===== config.mk =====
export PLATFORM = sky130hd
export DESIGN_NAME = axis_upsizer
export DESIGN_NICKNAME = d
export VERILOG_FILES = /design/src/rtl/axis_upsizer.sv
export SDC_FILE = /design/constraint.sdc
export NUM_CORES = 1
export LEC_CHECK = 0
export CAP_MARGIN = 20
export CORE_MARGIN = 3
export CORE_UTILIZATION = 40
export CTS_BUF_LIST = sky130_fd_sc_hd__clkbuf_2 sky130_fd_sc_hd__clkbuf_4 sky130_fd_sc_hd__clkbuf_8
export DETAILED_ROUTE_END_ITERATION = 8
export GPL_TIMING_DRIVEN = 0
export PLACE_DENSITY = 0.76
export SETUP_SLACK_MARGIN = 0.1
export SLEW_MARGIN = 10
export SYNTH_ARGS = -nofsm -noshare
export SYNTH_HDL_FRONTEND = slang
export SYNTH_SLANG_ARGS = --single-unit

===== constraint.sdc =====
create_clock -name clk -period 4.75 [get_ports clk]
set_input_delay 0.475 -clock clk [delete_from_list [all_inputs] [get_ports clk]]
set_output_delay 0.475 -clock clk [all_outputs]
set_load 0.1 [all_outputs]

===== src/rtl/axis_upsizer.sv =====
// rtl/axis_upsizer.sv - AXI-Stream width upconverter packing WORD_W words into BUS_W beats
// Word k of a beat lands in slice k; m_last marks beat N_BEATS-1 of every packet.
module axis_upsizer #(
  parameter int WORD_W  = 8,
  parameter int BUS_W   = 32,
  parameter int N_BEATS = 10
) (
  input  logic              clk,
  input  logic              rst,
  input  logic              s_valid,
  output logic              s_ready,
  input  logic [WORD_W-1:0] s_data,
  output logic              m_valid,
  input  logic              m_ready,
  output logic [BUS_W-1:0]  m_data,
  output logic              m_last
);

  localparam int WORDS_PER_BEAT = BUS_W / WORD_W;
  localparam int WCNT_W = (WORDS_PER_BEAT > 1) ? $clog2(WORDS_PER_BEAT) : 1;
  localparam int BCNT_W = (N_BEATS > 1) ? $clog2(N_BEATS) : 1;
  localparam logic [WCNT_W-1:0] WCNT_MAX = WCNT_W'(WORDS_PER_BEAT - 1);
  localparam logic [BCNT_W-1:0] BCNT_MAX = BCNT_W'(N_BEATS - 1);

  generate
    if ((BUS_W % WORD_W) != 0 || BUS_W < WORD_W) begin : g_bad_width
      $fatal(1, "axis_upsizer: BUS_W must be an integer multiple of WORD_W");
    end
    if (N_BEATS < 1) begin : g_bad_beats
      $fatal(1, "axis_upsizer: N_BEATS must be at least 1");
    end
  endgenerate

  logic [WORDS_PER_BEAT-1:0][WORD_W-1:0] pack_q, pack_d, beat;
  logic [WCNT_W-1:0] wcnt_q, wcnt_d;
  logic [BCNT_W-1:0] bcnt_q, bcnt_d;
  logic [BUS_W-1:0]  m_data_q, m_data_d;
  logic              m_last_q, m_last_d;
  logic              m_valid_q, m_valid_d;
  logic              accept;

  // Only the completing word has to wait for the output register to free up.
  assign s_ready = (wcnt_q != WCNT_MAX) | ~m_valid_q | m_ready;
  assign accept  = s_valid & s_ready;

  always_comb begin
    pack_d    = pack_q;
    wcnt_d    = wcnt_q;
    bcnt_d    = bcnt_q;
    m_data_d  = m_data_q;
    m_last_d  = m_last_q;
    m_valid_d = m_valid_q;
    beat      = pack_q;
    beat[WORDS_PER_BEAT-1] = s_data;

    if (m_valid_q && m_ready) begin
      m_valid_d = 1'b0;
    end

    if (accept) begin
      if (wcnt_q == WCNT_MAX) begin
        // A completion on the same edge as a transfer overrides the clear above.
        m_data_d  = beat;
        m_valid_d = 1'b1;
        m_last_d  = (bcnt_q == BCNT_MAX);
        wcnt_d    = '0;
        bcnt_d    = (bcnt_q == BCNT_MAX) ? '0 : bcnt_q + BCNT_W'(1);
      end else begin
        pack_d[wcnt_q] = s_data;
        wcnt_d         = wcnt_q + WCNT_W'(1);
      end
    end
  end

  always_ff @(posedge clk or posedge rst) begin
    if (rst) begin
      pack_q    <= '0;
      wcnt_q    <= '0;
      bcnt_q    <= '0;
      m_data_q  <= '0;
      m_last_q  <= 1'b0;
      m_valid_q <= 1'b0;
    end else begin
      pack_q    <= pack_d;
      wcnt_q    <= wcnt_d;
      bcnt_q    <= bcnt_d;
      m_data_q  <= m_data_d;
      m_last_q  <= m_last_d;
      m_valid_q <= m_valid_d;
    end
  end

  assign m_data  = m_data_q;
  assign m_last  = m_last_q;
  assign m_valid = m_valid_q;

endmodule


* After elaboration in Yosys (flattened, before gate mapping)
Index checks and enable logic that the tools add are counted.
** Storage, ports and cells
- Register bits after elaboration :: 72
- Input bits :: 12
- Output and inout bits :: 35
- Logic and storage cells :: 33
** Cells by class
- $add $sub $neg :: 2
- Magnitude comparators :: 2
- Equality and inequality tests :: 3
- Multiplexer cells :: 8
- Bitwise gates (word level) :: 5
- Reduce and logical (&&, ||, !) cells :: 4
** Operators with widths (count)
- 32-bit bitwise mux :: 1
- 8-bit demux with 2-bit select :: 1
- 8-bit 2-to-1 mux :: 1
- 4-bit by 1-bit adder with 4-bit output, second input constant :: 1
- 4-bit equality test, second input constant :: 1
- 4-bit 2-to-1 mux :: 1
- 2-bit AND reduction :: 2
- 2-bit by 3-bit less-than comparator with 1-bit output, second input constant :: 1
- 1-bit 2-to-1 mux :: 3
- 2-bit by 1-bit adder with 2-bit output, second input constant :: 1
- 2-bit equality test, second input constant :: 1
- 2-bit by 1-bit >= comparator with 1-bit output, second input constant :: 1
- 1-bit logical AND :: 2
- 2-bit 2-to-1 mux :: 1
- 2-bit inequality test, second input constant :: 1
- 1-bit inverter :: 2
- 1-bit bitwise OR :: 2
- 1-bit bitwise AND :: 1

* Longest topological paths before layout
- Depth in word-level cells :: 5
- Mapped depth :: 6
- Gate-level depth less buffers :: 4

* Least setup slack after synthesis
Ideal clock, no wire load.
- Kind :: flip-flop to flip-flop
- From :: register m_valid_q, in the netlist m_valid
- To :: register wcnt_q[1]
- Library setup time :: 0.125 ns
- Arrival :: 2.596 ns
- Data required time :: 4.625 ns
- Path slack :: 2.030 ns
- Cell stages (with the launch flop) :: 4
- Path buffers :: 0
- Period minus slack after synthesis :: 2.720 ns
- Cell sequence :: dfrtp_1 nand3b_1 nand2_1 mux2_2
** On the way
- Cells in the longest elaborated chain, start to end :: 4
** RTL lines
- start: declaration :: RTL line 39 : logic m_valid_q, m_valid_d;
- start signal: assignment :: RTL line 89 : m_valid_q <= m_valid_d;
- 1-bit inverter :: RTL line 43 : assign s_ready = (wcnt_q != WCNT_MAX) | ~m_valid_q | m_ready;
- 1-bit bitwise OR (2 in a row) :: RTL line 43
- named net s_ready :: RTL line 11 : output logic s_ready,
- 1-bit bitwise AND :: RTL line 44 : assign accept = s_valid & s_ready;
- end signal: assignment :: RTL line 85 : wcnt_q <= wcnt_d;
- end: declaration :: RTL line 35 : logic [WCNT_W-1:0] wcnt_q, wcnt_d;
The timed path passes the listed nets, and every way through them passes these cells.
A chain may end at the register's enable or synchronous reset.

* Worst setup path in the final report
- From :: register wcnt_q[0]
- To :: output port s_ready
** On the way
- Cells in the longest elaborated chain, start to end :: 3
** RTL lines (RTL line)
- 2-bit inequality test :: 43
- 1-bit bitwise OR (2 in a row) :: 43
- end: declaration :: 11
No other way between the ends.

==> impl_results.rst <==
.. list-table::
   :header-rows: 1

   * - Metric
     - Value
   * - Status
     - finished, final reports clean
   * - Post-synthesis cell area
     - 2530 sq um
   * - Max Cap Viol
     - 0
   * - Iteration-0 DRC count of the detailed router
     - 71
   * - Final-report max-slew violation count
     - 0
   * - RSZ-0062 raised after global routing
     - no
   * - Clock insertion delay at the later pin of the skew report
     - roughly 0.32 ns
   * - Critical path type
     - flop to output port
   * - GRT Total Usage
     - between 10% and 20%
   * - CTS sink count
     - 64
   * - Data required, critical path
     - 4.28 ns
   * - Asr flop ratio synth
     - 100%
   * - Per-cell via count in the routed design
     - 4.87
   * - Portion of the post-synthesis area used by sequential elements
     - 63.2%
   * - H-tree level count
     - 3
   * - Length of the first detailed-routing pass in iterations
     - 5
   * - # hold bufs at CTS
     - 0
   * - Worst Hold Class
     - flop to flop
   * - Antenna Nets Post-Route
     - 0
   * - Antenna diode count
     - 0
   * - Die W
     - 85.6 um
   * - Worst hold start
     - beat[15]
   * - Longest individual stage delay on the worst path
     - 1.14 ns
   * - Transition time at the pin with the least slew margin
     - 0.993 ns
   * - Minimum setup slack among reg-to-reg paths
     - ~3.0 ns
   * - Post-CTS Resized
     - 0
   * - Worst-case hold path end point
     - m_data[15]
   * - Die Area
     - roughly 7300 sq um
   * - Top library cells by usage in the layout, fill and taps aside
     - 64 x sky130_fd_sc_hd__dfrtp_1, 60 x sky130_fd_sc_hd__mux2_2, 46 x sky130_fd_sc_hd__clkdlybuf4s50_1
   * - Count of final setup violators
     - 0
   * - Biggest fanout along the worst timing path
     - 4
   * - Post-CTS Setup Bufs
     - 0
   * - Most instantiated flip-flop cell in the synthesis netlist
     - sky130_fd_sc_hd__dfrtp_1
   * - Clock-pin transition on the worst setup and hold timing paths
     - 0.06 ns
   * - Count of standard-cell rows
     - 28
   * - Most common cell after layout, fill and taps aside
     - sky130_fd_sc_hd__dfrtp_1
   * - Vias in the first global route
     - 1520
   * - Synth Net Count
     - 174
   * - Launching instance or port of the critical path
     - wcnt_q[0]
   * - Core outline area
     - roughly 6000 sq um
   * - Final routed wirelength across all metal layers
     - about 4400 um
   * - Largest net degree at the start of global routing
     - 65
   * - # port buffers
     - 46
   * - Routability congestion estimate
     - 0.711
   * - Largest delay contributor family on the critical path
     - buffers and inverters
   * - Clock Path Buffers
     - 2
   * - Remaining design rule violation count
     - 0
   * - Post-layout minimum cycle time
     - approximately 2.7 ns
   * - Grt ovf
     - 0
   * - F_max
     - 370 MHz
   * - Final count of hold timing violations
     - 0
   * - Data arrival time of the critical path
     - 2.23 ns
   * - CP endpoint kind
     - output port
   * - Total of warnings raised by yosys
     - 0
   * - Initial cell density of the core
     - 42.0%
   * - Number of flops mapped to enable cells by yosys
     - 0
   * - End of the worst register-to-register path
     - m_last
   * - Number of synthesized register bits
     - 64
   * - Filler instances
     - 511
   * - Setup Total Neg Slack
     - 0 ns
   * - Worst flop-to-flop path startpoint
     - wcnt_q[1]
   * - Antenna violations before repair
     - 0
   * - Chain of cells forming the critical path
     - ha_1 -> nand3b_1 -> clkdlybuf4s50_1
   * - Share of final-layout standard cells stronger than drive strength 1
     - about two fifths
   * - Cell count of the worst hold path
     - 1
   * - Worst slew slack as a fraction of its limit
     - between 30% and 40%
   * - Kind of start point of the critical path
     - flop
   * - Crit path buf inv count
     - 1
   * - Number of primary I/O pins
     - 47
   * - Number of buffers inserted during clock tree synthesis
     - 9
   * - HPWL Detailed
     - about 3000 um
   * - Clock tree from TritonCTS
     - yes
   * - Clock tree root buffer cell
     - sky130_fd_sc_hd__clkbuf_8
   * - Final worst path period share
     - 57.0%
   * - Vertical die dimension
     - 85.6 um
   * - WL/cell
     - 14.9 um
   * - Clock tree skew after final layout
     - 0.00343 ns
   * - Syn Area/Cell
     - 16.0 sq um
   * - Nets
     - 231
   * - Slowest-stage cell, CP
     - sky130_fd_sc_hd__clkdlybuf4s50_1
   * - Vias
     - between 1000 and 1500
   * - First-pass GRT wire length
     - 7520 um
   * - Post-synthesis cell count
     - between 150 and 200
   * - Number of distinct library cells after synthesis
     - 21
   * - Number of cells traversed by the worst register-to-register path
     - 6
   * - Area grow syn2layout
     - 29.5%
## stage by stage
step           worst slack (ns)  hold WS, ns  area, sq um  utilization (%)  instances
3_5_place_dp               2.08        0.487         3090             51.3        279
5_1_grt                    1.96        0.521         3280             54.4        295
4_1_cts                    2.01        0.503         3280             54.4        295
2_1_floorplan              2.03        0.467         2530                -        158
3_3_place_gp               1.60        0.480         3090             51.2        279
6_report                   2.04        0.498         3280             54.4        295
## flip-flops by register name, indices dropped and copies added, names as in the netlist
name     count
m_valid      1
bcnt_q       4
m_last       1
wcnt_q       2
m_data      32
beat        24
## synth_stat cells (2+ instances only)
| cell type | count | share of area (%) |
|---|---|---|
| sky130_fd_sc_hd__dfrtp_1 | 64 | 63 |
| sky130_fd_sc_hd__mux2_2 | 60 | 27 |
| sky130_fd_sc_hd__buf_6 | 4 | 1.8 |
| sky130_fd_sc_hd__ha_1 | 4 | 2.0 |
| sky130_fd_sc_hd__inv_1 | 4 | 0.59 |
| sky130_fd_sc_hd__nand2_1 | 4 | 0.59 |
| sky130_fd_sc_hd__nand2_2 | 3 | 0.74 |
| sky130_fd_sc_hd__and2_4 | 2 | 0.69 |
## area by class of cell
cell class,instances,area [sq um],area share (%)
flip-flops and latches,64,1600,48.8
multi-input cells,86,871,26.5
repair buffers,46,460,14.0
clock buffers,12,146,4.46
well taps,75,93.8,2.86
clock inverters,4,45.0,1.37
plain buffers,4,45.0,1.37
inverters,4,17.5,0.534
## worst max path at each step
stage                 endpoint  slack [ns]  cells past startpoint
floorplan            wcnt_q[1]        2.03                      3
detailed placement     s_ready        2.08                      3
global route           s_ready        1.96                      3
global placement    m_data[18]        1.60                      2
CTS                    s_ready        2.01                      3
finish                 s_ready        2.04                      3
## routing by layer
metal / wire length [um] / global-route usage (%) / vias to the layer above
met4: 59 / 4.75 / 0
met5: 0 / 0 / -
met2: 2090 / 21.0 / 37
met1: 1990 / 17.1 / 725
met3: 266 / 6.15 / 7
li1: - / - / 668
## cells by family after synthesis
logic type	after synthesis	synth area share (%)
flip-flops	64	63.2
multiplexers	60	26.7
AND/OR/NAND/NOR	17	4.10
buffers and inverters	8	2.37
adder cells (fa/ha/maj)	4	1.98
AO/OA/AOI/OAI	3	0.939
XOR/XNOR	2	0.692
Power is not shown: default switching activity piles up to over one toggle a cycle in this logic, so the estimate is an artifact.
